===== config.mk =====
export PLATFORM = sky130hd
export DESIGN_NAME = pll_reconfig_ctrl
export DESIGN_NICKNAME = d
export VERILOG_FILES = /design/src/rtl/pll_reconfig_ctrl.sv
export SDC_FILE = /design/constraint.sdc
export NUM_CORES = 1
export LEC_CHECK = 0
export BUFFER_PORTS_ARGS = -buffer_cell sky130_fd_sc_hd__buf_2
export CAP_MARGIN = 20
export CORE_AREA = 5 5 71 98
export CTS_CLUSTER_SIZE = 8
export DETAILED_ROUTE_END_ITERATION = 6
export DIE_AREA = 0 0 76 103
export GPL_ROUTABILITY_DRIVEN = 0
export PLACE_DENSITY = 0.68
export RECOVER_POWER = 50
export SETUP_SLACK_MARGIN = 0.3
export SYNTH_ARGS = -nofsm -noshare
export SYNTH_HDL_FRONTEND = slang
export SYNTH_SLANG_ARGS = --single-unit

===== constraint.sdc =====
create_clock -name clkin -period 4.3 [get_ports clkin]
set_clock_uncertainty 0.2 [all_clocks]
set_input_delay 0.215 -clock clkin [delete_from_list [all_inputs] [get_ports clkin]]
set_output_delay 0.215 -clock clkin [all_outputs]
set_load 0.03 [all_outputs]

===== src/rtl/pll_reconfig_ctrl.sv =====
// pll_reconfig_ctrl: reset / divider / lock sequencer for a dynamically divided PLLVR.
// Runs on the PLL reference clock so it never depends on the clock it reconfigures.
module pll_reconfig_ctrl #(
    parameter int unsigned INIT_FDIV    = 12,
    parameter int unsigned INIT_IDIV    = 5,
    parameter bit          INVERT_SEL   = 1'b1,
    parameter int unsigned RESET_CYCLES = 16,
    parameter int unsigned LOCK_STABLE  = 8,
    parameter int unsigned LOCK_TIMEOUT = 50000,
    parameter int unsigned MAX_RETRIES  = 3
) (
    input  logic       clkin,
    input  logic       reset,
    input  logic       req_valid,
    output logic       req_ready,
    input  logic [5:0] req_fdiv,
    input  logic [5:0] req_idiv,
    input  logic       pll_lock,
    output logic       pll_reset,
    output logic [5:0] pll_fdiv,
    output logic [5:0] pll_idiv,
    output logic       busy,
    output logic       locked,
    output logic       done,
    output logic       err_timeout,
    output logic       lock_lost
);

    typedef enum logic [1:0] {
        S_HOLD,
        S_WAIT,
        S_LOCKED,
        S_ERROR
    } state_t;

    localparam logic [5:0]  INIT_F    = 6'(INIT_FDIV);
    localparam logic [5:0]  INIT_I    = 6'(INIT_IDIV);
    localparam logic [5:0]  SEL_MASK  = INVERT_SEL ? 6'h3F : 6'h00;
    localparam logic [7:0]  HOLD_END  = 8'(RESET_CYCLES - 1);
    localparam logic [7:0]  STAB_END  = 8'(LOCK_STABLE - 1);
    localparam logic [19:0] TOUT_END  = 20'(LOCK_TIMEOUT - 1);
    localparam logic [3:0]  RETRY_MAX = 4'(MAX_RETRIES);

    state_t      state;
    state_t      next_state;
    logic [1:0]  sync_q;
    logic        lock_s;
    logic [7:0]  hold_cnt;
    logic [7:0]  stable_cnt;
    logic [19:0] tout_cnt;
    logic [3:0]  retry_cnt;
    logic [5:0]  fdiv_r;
    logic [5:0]  idiv_r;
    logic        accept;
    logic        hold_end;
    logic        stable_hit;
    logic        tout_hit;
    logic        lock_drop;
    logic        reset_d;
    logic        ready_d;
    logic        busy_d;
    logic        locked_d;
    logic        err_d;
    logic        done_d;
    logic        lost_d;

    // pll_lock is asynchronous to clkin
    always_ff @(posedge clkin or posedge reset) begin
        if (reset) begin
            sync_q <= 2'b00;
        end else begin
            sync_q <= {sync_q[0], pll_lock};
        end
    end

    assign lock_s     = sync_q[1];
    assign accept     = req_valid & req_ready;
    assign hold_end   = (state == S_HOLD) && (hold_cnt == HOLD_END);
    assign stable_hit = (state == S_WAIT) && lock_s
                        && (stable_cnt == STAB_END);
    assign tout_hit   = (state == S_WAIT) && (tout_cnt == TOUT_END);
    assign lock_drop  = (state == S_LOCKED) && !lock_s;

    assign pll_fdiv = fdiv_r ^ SEL_MASK;
    assign pll_idiv = idiv_r ^ SEL_MASK;

    always_ff @(posedge clkin or posedge reset) begin
        if (reset) begin
            state       <= S_HOLD;
            pll_reset   <= 1'b1;
            req_ready   <= 1'b0;
            busy        <= 1'b1;
            locked      <= 1'b0;
            done        <= 1'b0;
            err_timeout <= 1'b0;
            lock_lost   <= 1'b0;
        end else begin
            state       <= next_state;
            pll_reset   <= reset_d;
            req_ready   <= ready_d;
            busy        <= busy_d;
            locked      <= locked_d;
            done        <= done_d;
            err_timeout <= err_d;
            lock_lost   <= lost_d;
        end
    end

    // stability beats a simultaneous timeout; accept beats a lock drop
    always_comb begin
        next_state = state;
        unique case (state)
            S_HOLD: begin
                if (hold_end) next_state = S_WAIT;
            end
            S_WAIT: begin
                if (stable_hit) begin
                    next_state = S_LOCKED;
                end else if (tout_hit) begin
                    if (retry_cnt < RETRY_MAX) next_state = S_HOLD;
                    else next_state = S_ERROR;
                end
            end
            S_LOCKED: begin
                if (accept || !lock_s) next_state = S_HOLD;
            end
            S_ERROR: begin
                if (accept) next_state = S_HOLD;
            end
            default: next_state = S_HOLD;
        endcase
    end

    always_comb begin
        reset_d  = 1'b0;
        ready_d  = 1'b0;
        busy_d   = 1'b0;
        locked_d = 1'b0;
        err_d    = 1'b0;
        unique case (next_state)
            S_HOLD: begin
                reset_d = 1'b1;
                busy_d  = 1'b1;
            end
            S_WAIT: begin
                busy_d = 1'b1;
            end
            S_LOCKED: begin
                ready_d  = 1'b1;
                locked_d = 1'b1;
            end
            S_ERROR: begin
                reset_d = 1'b1;
                ready_d = 1'b1;
                err_d   = 1'b1;
            end
            default: begin
                reset_d = 1'b1;
            end
        endcase
        done_d = (state == S_WAIT) && (next_state == S_LOCKED);
        lost_d = lock_drop && !accept;
    end

    always_ff @(posedge clkin or posedge reset) begin
        if (reset) begin
            fdiv_r     <= INIT_F;
            idiv_r     <= INIT_I;
            hold_cnt   <= 8'd0;
            stable_cnt <= 8'd0;
            tout_cnt   <= 20'd0;
            retry_cnt  <= 4'd0;
        end else begin
            if (accept) begin
                fdiv_r <= req_fdiv;
                idiv_r <= req_idiv;
            end
            if ((state == S_HOLD) && !hold_end) hold_cnt <= hold_cnt + 8'd1;
            else hold_cnt <= 8'd0;
            if (state == S_WAIT) begin
                tout_cnt <= tout_cnt + 20'd1;
                if (lock_s) stable_cnt <= stable_cnt + 8'd1;
                else stable_cnt <= 8'd0;
            end else begin
                tout_cnt   <= 20'd0;
                stable_cnt <= 8'd0;
            end
            if (stable_hit || accept || lock_drop) begin
                retry_cnt <= 4'd0;
            end else if (tout_hit && (retry_cnt < RETRY_MAX)) begin
                retry_cnt <= retry_cnt + 4'd1;
            end
        end
    end

endmodule


==> results of run 1 <==
## worst paths after layout
kind | start | endpoint | slack, ns | cells past startpoint
worst min-delay path | req_valid | retry_cnt[0] | 0.09 | 3
worst max-delay path | state[0] | req_ready | 1.69 | 6
worst min register to register | sync_q[0] | sync_q[1] | 0.16 | 0
worst max register to register | state[0] | req_ready | 1.69 | 6
max in group asynchronous | reset | tout_cnt[11] | 2.09 | 4
min in group asynchronous | reset | hold_cnt[5] | 0.29 | 3
## kinds of logic (layout without fill, tap and decap cells)
kind of cell	count (synthesis)	after routing	synth area share, %
AND/OR/NAND/NOR	109	109	21.0
flip-flops	63	63	55.0
AO/OA/AOI/OAI	24	24	5.95
XOR/XNOR	23	23	6.99
buffers and inverters	21	79	2.91
multiplexers	12	12	4.69
adder cells (fa/ha/maj)	8	8	3.47
## sequential cells by signal, indices dropped and copies added (netlist names), 2 cells and up
register    flops
fdiv_r          6
hold_cnt        8
idiv_r          6
retry_cnt       4
stable_cnt      8
state           2
sync_q          2
tout_cnt       20
## synthesized netlist by cell type, drive strengths merged, types with 3 or more instances
master,instances,area (um^2)
nand4,8,50.1
or3,3,18.8
ha,8,100
and4,3,26.3
buf,5,22.5
nor4,4,46.3
dfstp,6,158
and2,6,37.5
and3,7,43.8
or4,3,22.5
xor2,13,114
a21oi,4,20.0
nor3,8,40.0
mux2,12,135
nand2,9,33.8
dfrtp,57,1430
a31oi,3,18.8
nand3,15,80.1
nor2,33,124
inv,14,52.6
xnor2,10,87.6
o21ai,3,15.0
## per-layer routing
layer / wire (um) / vias up / track usage [%] / share of wire, %
li1: - / 1013 / - / -
met1: 2290 / 1024 / 17.1 / 42
met2: 2890 / 35 / 26.1 / 53
met3: 183 / 11 / 4.63 / 3.4
met4: 98 / 0 / 6.58 / 1.8
met5: 0 / - / 0 / 0
## tightest hold or removal path: cells and delay by family
| family | cells | cell delay, ns |
|---|---|---|
| compound gates | 2 | 0.27 |
| buf+inv | 1 | 0.09 |
## cell usage in the layout (no fill, tap or decap), drive strengths merged, types with 8 or more instances in the layout
cell type,Yosys,routed
dfrtp,57,57
nor2,33,33
clkbuf,2,30
buf,5,15
nand3,15,15
inv,14,14
dlygate4sd3,0,14
xor2,13,13
mux2,12,12
xnor2,10,10
nand2,9,9
nand4,8,8
nor3,8,8
ha,8,8
## power by group
group	internal, mW	switching (mW)	total (mW)
clock network	0.265	0.225	0.490
registers	0.672	0.0522	0.724
logic	0.0969	0.203	0.300
total	1.03	0.480	1.51
## stage by stage
stage / worst slack [ns] / cells / hold slack [ns]
2_1_floorplan: 2.13 / 260 / 0.0464
3_3_place_gp: 1.81 / 360 / -0.0137
3_5_place_dp: 1.69 / 360 / -0.00709
4_1_cts: 1.68 / 390 / 0.0907
5_1_grt: 1.52 / 390 / 0.121
6_report: 1.69 / 390 / 0.0935
## area by class of cell
cell class                 instances  area share [%]
clock inverter                     6            1.79
clock buffer                      10            3.73
inverter                          14            1.54
sequential                        63            46.4
multi-input combinational        176            35.4
tap                               72            2.64
timing repair buffer              49            8.53
## timing repair
action                     in CTS  in global routing
hold endpoints to repair       28                  0
setup endpoints to repair       0                  0
hold buffers                   14                  0
==> impl_results.md, run 1 <==
- Syn Std Cell Area: approximately 2900 um^2
- Worst-Skew Late Latency: 0.34 ns
- DRT antenna net count: 0
- Die area: 7830 um^2
- Initial antenna violation count: 0
- Delay of the slowest critical-path stage: 0.60 ns
- Mean routed wirelength per cell: 14.0 um
- Post-layout util: 56.2%
- Multi-input gate area in the final layout: 1210 um^2
- FFs w/ async S/R, synth: between 90% and 100%
- PwrDens: 443 nW/um^2
- Synth warn: 0
- Finished Cell Area: roughly 3400 um^2
- WP buf/inv: 0
- Number of top-level pins: 35
- Post-synthesis instance total: 260
- DRT iter0 DRCs: approximately 110
- Nets: 337
- Slew HR: a little under a quarter
- Outcome: finished, final reports clean
- Worst-path clk slew: 0.07 ns
- Storage element area: 1580 um^2
- Critical path endpoint category: flop
- Clock Sinks: between 60 and 70
- Final worst-path cycle share: 60.6%
- Placeable Area: a little over 6000 um^2
- Via density: about 5.3
- Max-Cap Viols: 0
- Period minus WS final: around 2.6 ns
- CTS resizes: 0
- Drt drc: 0
- Total design power: 1.51 mW
- Worst Hold Class: in -> reg
- Row count: 34
- Router iterations before antenna repair: 4
- Vias: 2083
- Worst EP required: between 4 and 5 ns
- Yosys cell types: 46
- Total gr overflow: 0
- Worst VDD drop: roughly 0.26 mV
- Clk root buf: clkbuf_8
- Antenna Diode Count: 0
- Fillers: between 500 and 600
- Chain of cells forming the critical path: nor2b_1 -> nand4_1 -> nor2_1 -> o31ai_1 -> ha_1 -> or2_2
- Worst slew pin tran: 1.15 ns
- Pleak: around 1.6 nW
- Vias in the first global route: 2083
- Post-Syn Nets: 284
- Num CTS Buffers: 9
- CTS tree: built
- Port Buffer Count: 34
- Post-synth EDFFs: 0
- Setup crit start kind: flop
- Setup tns final: 0 ns
- Setup Buffers After CTS: 0
- Final wirelength: 5.46 mm
- Layout area overhead: 18.6%
- Hold Vio Cnt, Final: 0
- Most used DFF post-synth: dfrtp_1
- Die Y: 103 um
- RSZ-0062 raised after global routing: false
- Starting Density: 47.4%
- Clk buf depth: 2
- Placed cell area: 3120 um^2
- #FFs+latches synth: 63
- H-tree depth: 3
- Fmax: 0.383 GHz
- GRT Overall Usage: 15.0%
- Seq/Total Area, Yosys: 55.0%
- Slew Viols, Final: 0
- Layout cells sized above 1: 17.6%
- Die Width: 76 um
- Slowest cell on the critical path: nor2b_1
- Crit Path Category: reg -> reg
- CP arrival: 2.63 ns
- First-pass GRT wire length: 9.47 mm
- Final setup violation count: 0
- Crit-path max FO: 10
- Largest net degree at the start of global routing: 49
- Delay-heaviest family, CP: simple AND/OR/NAND/NOR gates
- Avg Inst Size Synth: about 11 um^2
- DP Wirelength: 3.74 mm
Power figures use the tool's default switching activity.
==> run 2: changes to the inputs <==
==> constraint.sdc (replaced) <==
create_clock -name clkin -period 2.52 [get_ports clkin]
set_clock_uncertainty 0.2 [all_clocks]
set_input_delay 0.126 -clock clkin [delete_from_list [all_inputs] [get_ports clkin]]
set_output_delay 0.126 -clock clkin [all_outputs]
set_load 0.03 [all_outputs]
==> run 2 against run 1 <==
Effect of this change:
- the flow now finishes with violations (max-capacitance violations)
- wire length rose by 7.3%
- fmax rose by 23%
- clock power rose by 94%
- critical path type unchanged
==> impl_results.md, run 2 (synthesized netlist as in run 1, its figures left out) <==
- Outcome: complete, but fails checks
- Failing checks: max-capacitance violations
- Fmax: roughly 0.47 GHz
- Worst slew pin tran: roughly 1.5 ns
- Worst EP required: between 2 and 3 ns
- Number of top-level pins: 35
- Vias in the first global route: 2241
- Pleak: 1.71 nW
- Storage element area: 1580 um^2
- Drt drc: 0
- Most frequent cells in the layout: dfrtp_1 (57), nor2_1 (33), buf_2 (31)
- Final WS setup: 0.400 ns
- Initial antenna violation count: 0
- Worst VDD drop: 0.628 mV
- DP Wirelength: approximately 4.0 mm
- Reg2Reg Capture Point: req_ready
- H-tree depth: 3
- Top flop regs: tout_cnt: 20 flops, hold_cnt: 8 flops, stable_cnt: 8 flops
- Setup slack, reg-to-reg: 0.40 ns
- Placeable Area: 6080 um^2
- Clk buf depth: 2
- Die Width: 76 um
- Placement Setup Slack: 0.256 ns
- Fillers: 497
- Placed insts: 365
- Final wirelength: approximately 5.9 mm
- Nets: 349
- GRT Overall Usage: 16.0%
- CTS tree: built
- Row count: 34
- First-pass GRT wire length: 9.94 mm
- Max FFs per register: 20
- Setup tns final: 0 ns
- Worst-Skew Late Latency: between 0.3 and 0.4 ns
- Crit Path Category: reg -> reg
- DRT antenna net count: 0
- Hold Vio Cnt, Final: 0
- Post-layout util: 59.9%
- Largest net degree at the start of global routing: 64
- Final worst-path cycle share: 84.1%
- Placed cell area: roughly 3200 um^2
- Hold-critical path depth: 0
- Mean routed wirelength per cell: 14.6 um
- Most common cell after layout, fill and taps aside: dfrtp_1
- Layout cells sized above 1: ~29%
- DRT iter0 DRCs: between 90 and 100
- Worst Hold Class: reg -> reg
- Reg2Reg Launch Point: tout_cnt[0]
- Total gr overflow: 0
- Crit-path max FO: 7
- Hold_sp: sync_q[0]
- Slew Viols, Final: 0
- Port Buffer Count: 34
- Worst-path clk slew: 0.07 ns
- Critical path endpoint category: flop
- Num CTS Buffers: 9
- Clk root buf: clkbuf_8
- Hold EP: sync_q[1]
- CP arrival: about 2.2 ns
- Multi-input gate area in the final layout: 1300 um^2
- Setup crit start kind: flop
- Clock Sinks: 63
- PwrDens: between 700 and 800 nW/um^2
- Via density: about 5.4
- Router iterations before antenna repair: 4
- Period minus WS final: 2.12 ns
- Starting Density: between 40% and 50%
- Finished Cell Area: roughly 3600 um^2
- Die Y: 103 um
- Antenna Diode Count: 0
- Final Instance Count excl. Fillers: ~400
- Biggest register: tout_cnt
- Vias: 2185
- Final setup violation count: 0
- RSZ-0062 raised after global routing: false
- Slew HR: 0.327%
- R2R cell count: 7
- Layout area overhead: 26.4%
- Max-Cap Viols: 1
- Die area: between 7000 and 8000 um^2
-- run 2: how the worst max path moves through the flow --
stage	from	end	slack (ns)
floorplan	tout_cnt[0]	req_ready	0.35
global placement	tout_cnt[0]	req_ready	0.29
detailed placement	tout_cnt[0]	req_ready	0.26
CTS	hold_cnt[5]	busy	0.30
global route	reset	tout_cnt[11]	0.26
finish	tout_cnt[0]	req_ready	0.40
-- run 2: power by group --
part	switching (mW)	total [mW]	leakage (nW)	internal [mW]
registers	0.0792	1.23	0.833	1.15
clock network	0.375	0.951	0.109	0.575
logic	0.377	0.604	0.763	0.227
-- run 2: per-layer routing --
layer / wire length [um] / global-route usage [%] / share of wire [%] / vias to the layer above
met4: 184 / 10.1 / 3.1 / 0
met2: 3120 / 28.1 / 53 / 48
met1: 2320 / 16.9 / 40 / 1083
li1: - / - / - / 1040
met3: 227 / 4.63 / 3.9 / 14
met5: 0 / 0 / 0 / -
-- run 2: area by class of cell --
type / count / share of cell area (%)
Sequential cell: 63 / 43.5
Multi-Input combinational cell: 176 / 35.7
Timing Repair Buffer: 61 / 11.1
Clock buffer: 11 / 3.88
Tap cell: 72 / 2.47
Clock inverter: 4 / 1.92
Inverter: 14 / 1.44
-- run 2: worst max-delay path: stages (launching register included) --
cell and delay (ns):
dfrtp_1 0.42, ha_2 0.22, and3_4 0.21, and2_1 0.18, nand3b_1 0.12, o211ai_1 0.18, ha_1 0.24, or2_4 0.24
-- run 2: metrics by stage --
stage                     hold slack (ns)  total power, mW
final                               0.150             2.78
after global routing                0.161             2.94
after CTS                           0.159             2.79
after detailed placement           0.0181             1.82
after global placement             0.0142             1.80
after floorplan                   -0.0426             1.63
-- run 2: timing repair --
item                       in CTS  in global routing
pin swaps                       3                  3
setup endpoints to repair       1                  4
gates resized for setup         7                 11
setup buffers                   4                  2
hold endpoints to repair       77                  0
hold buffers                   15                  0
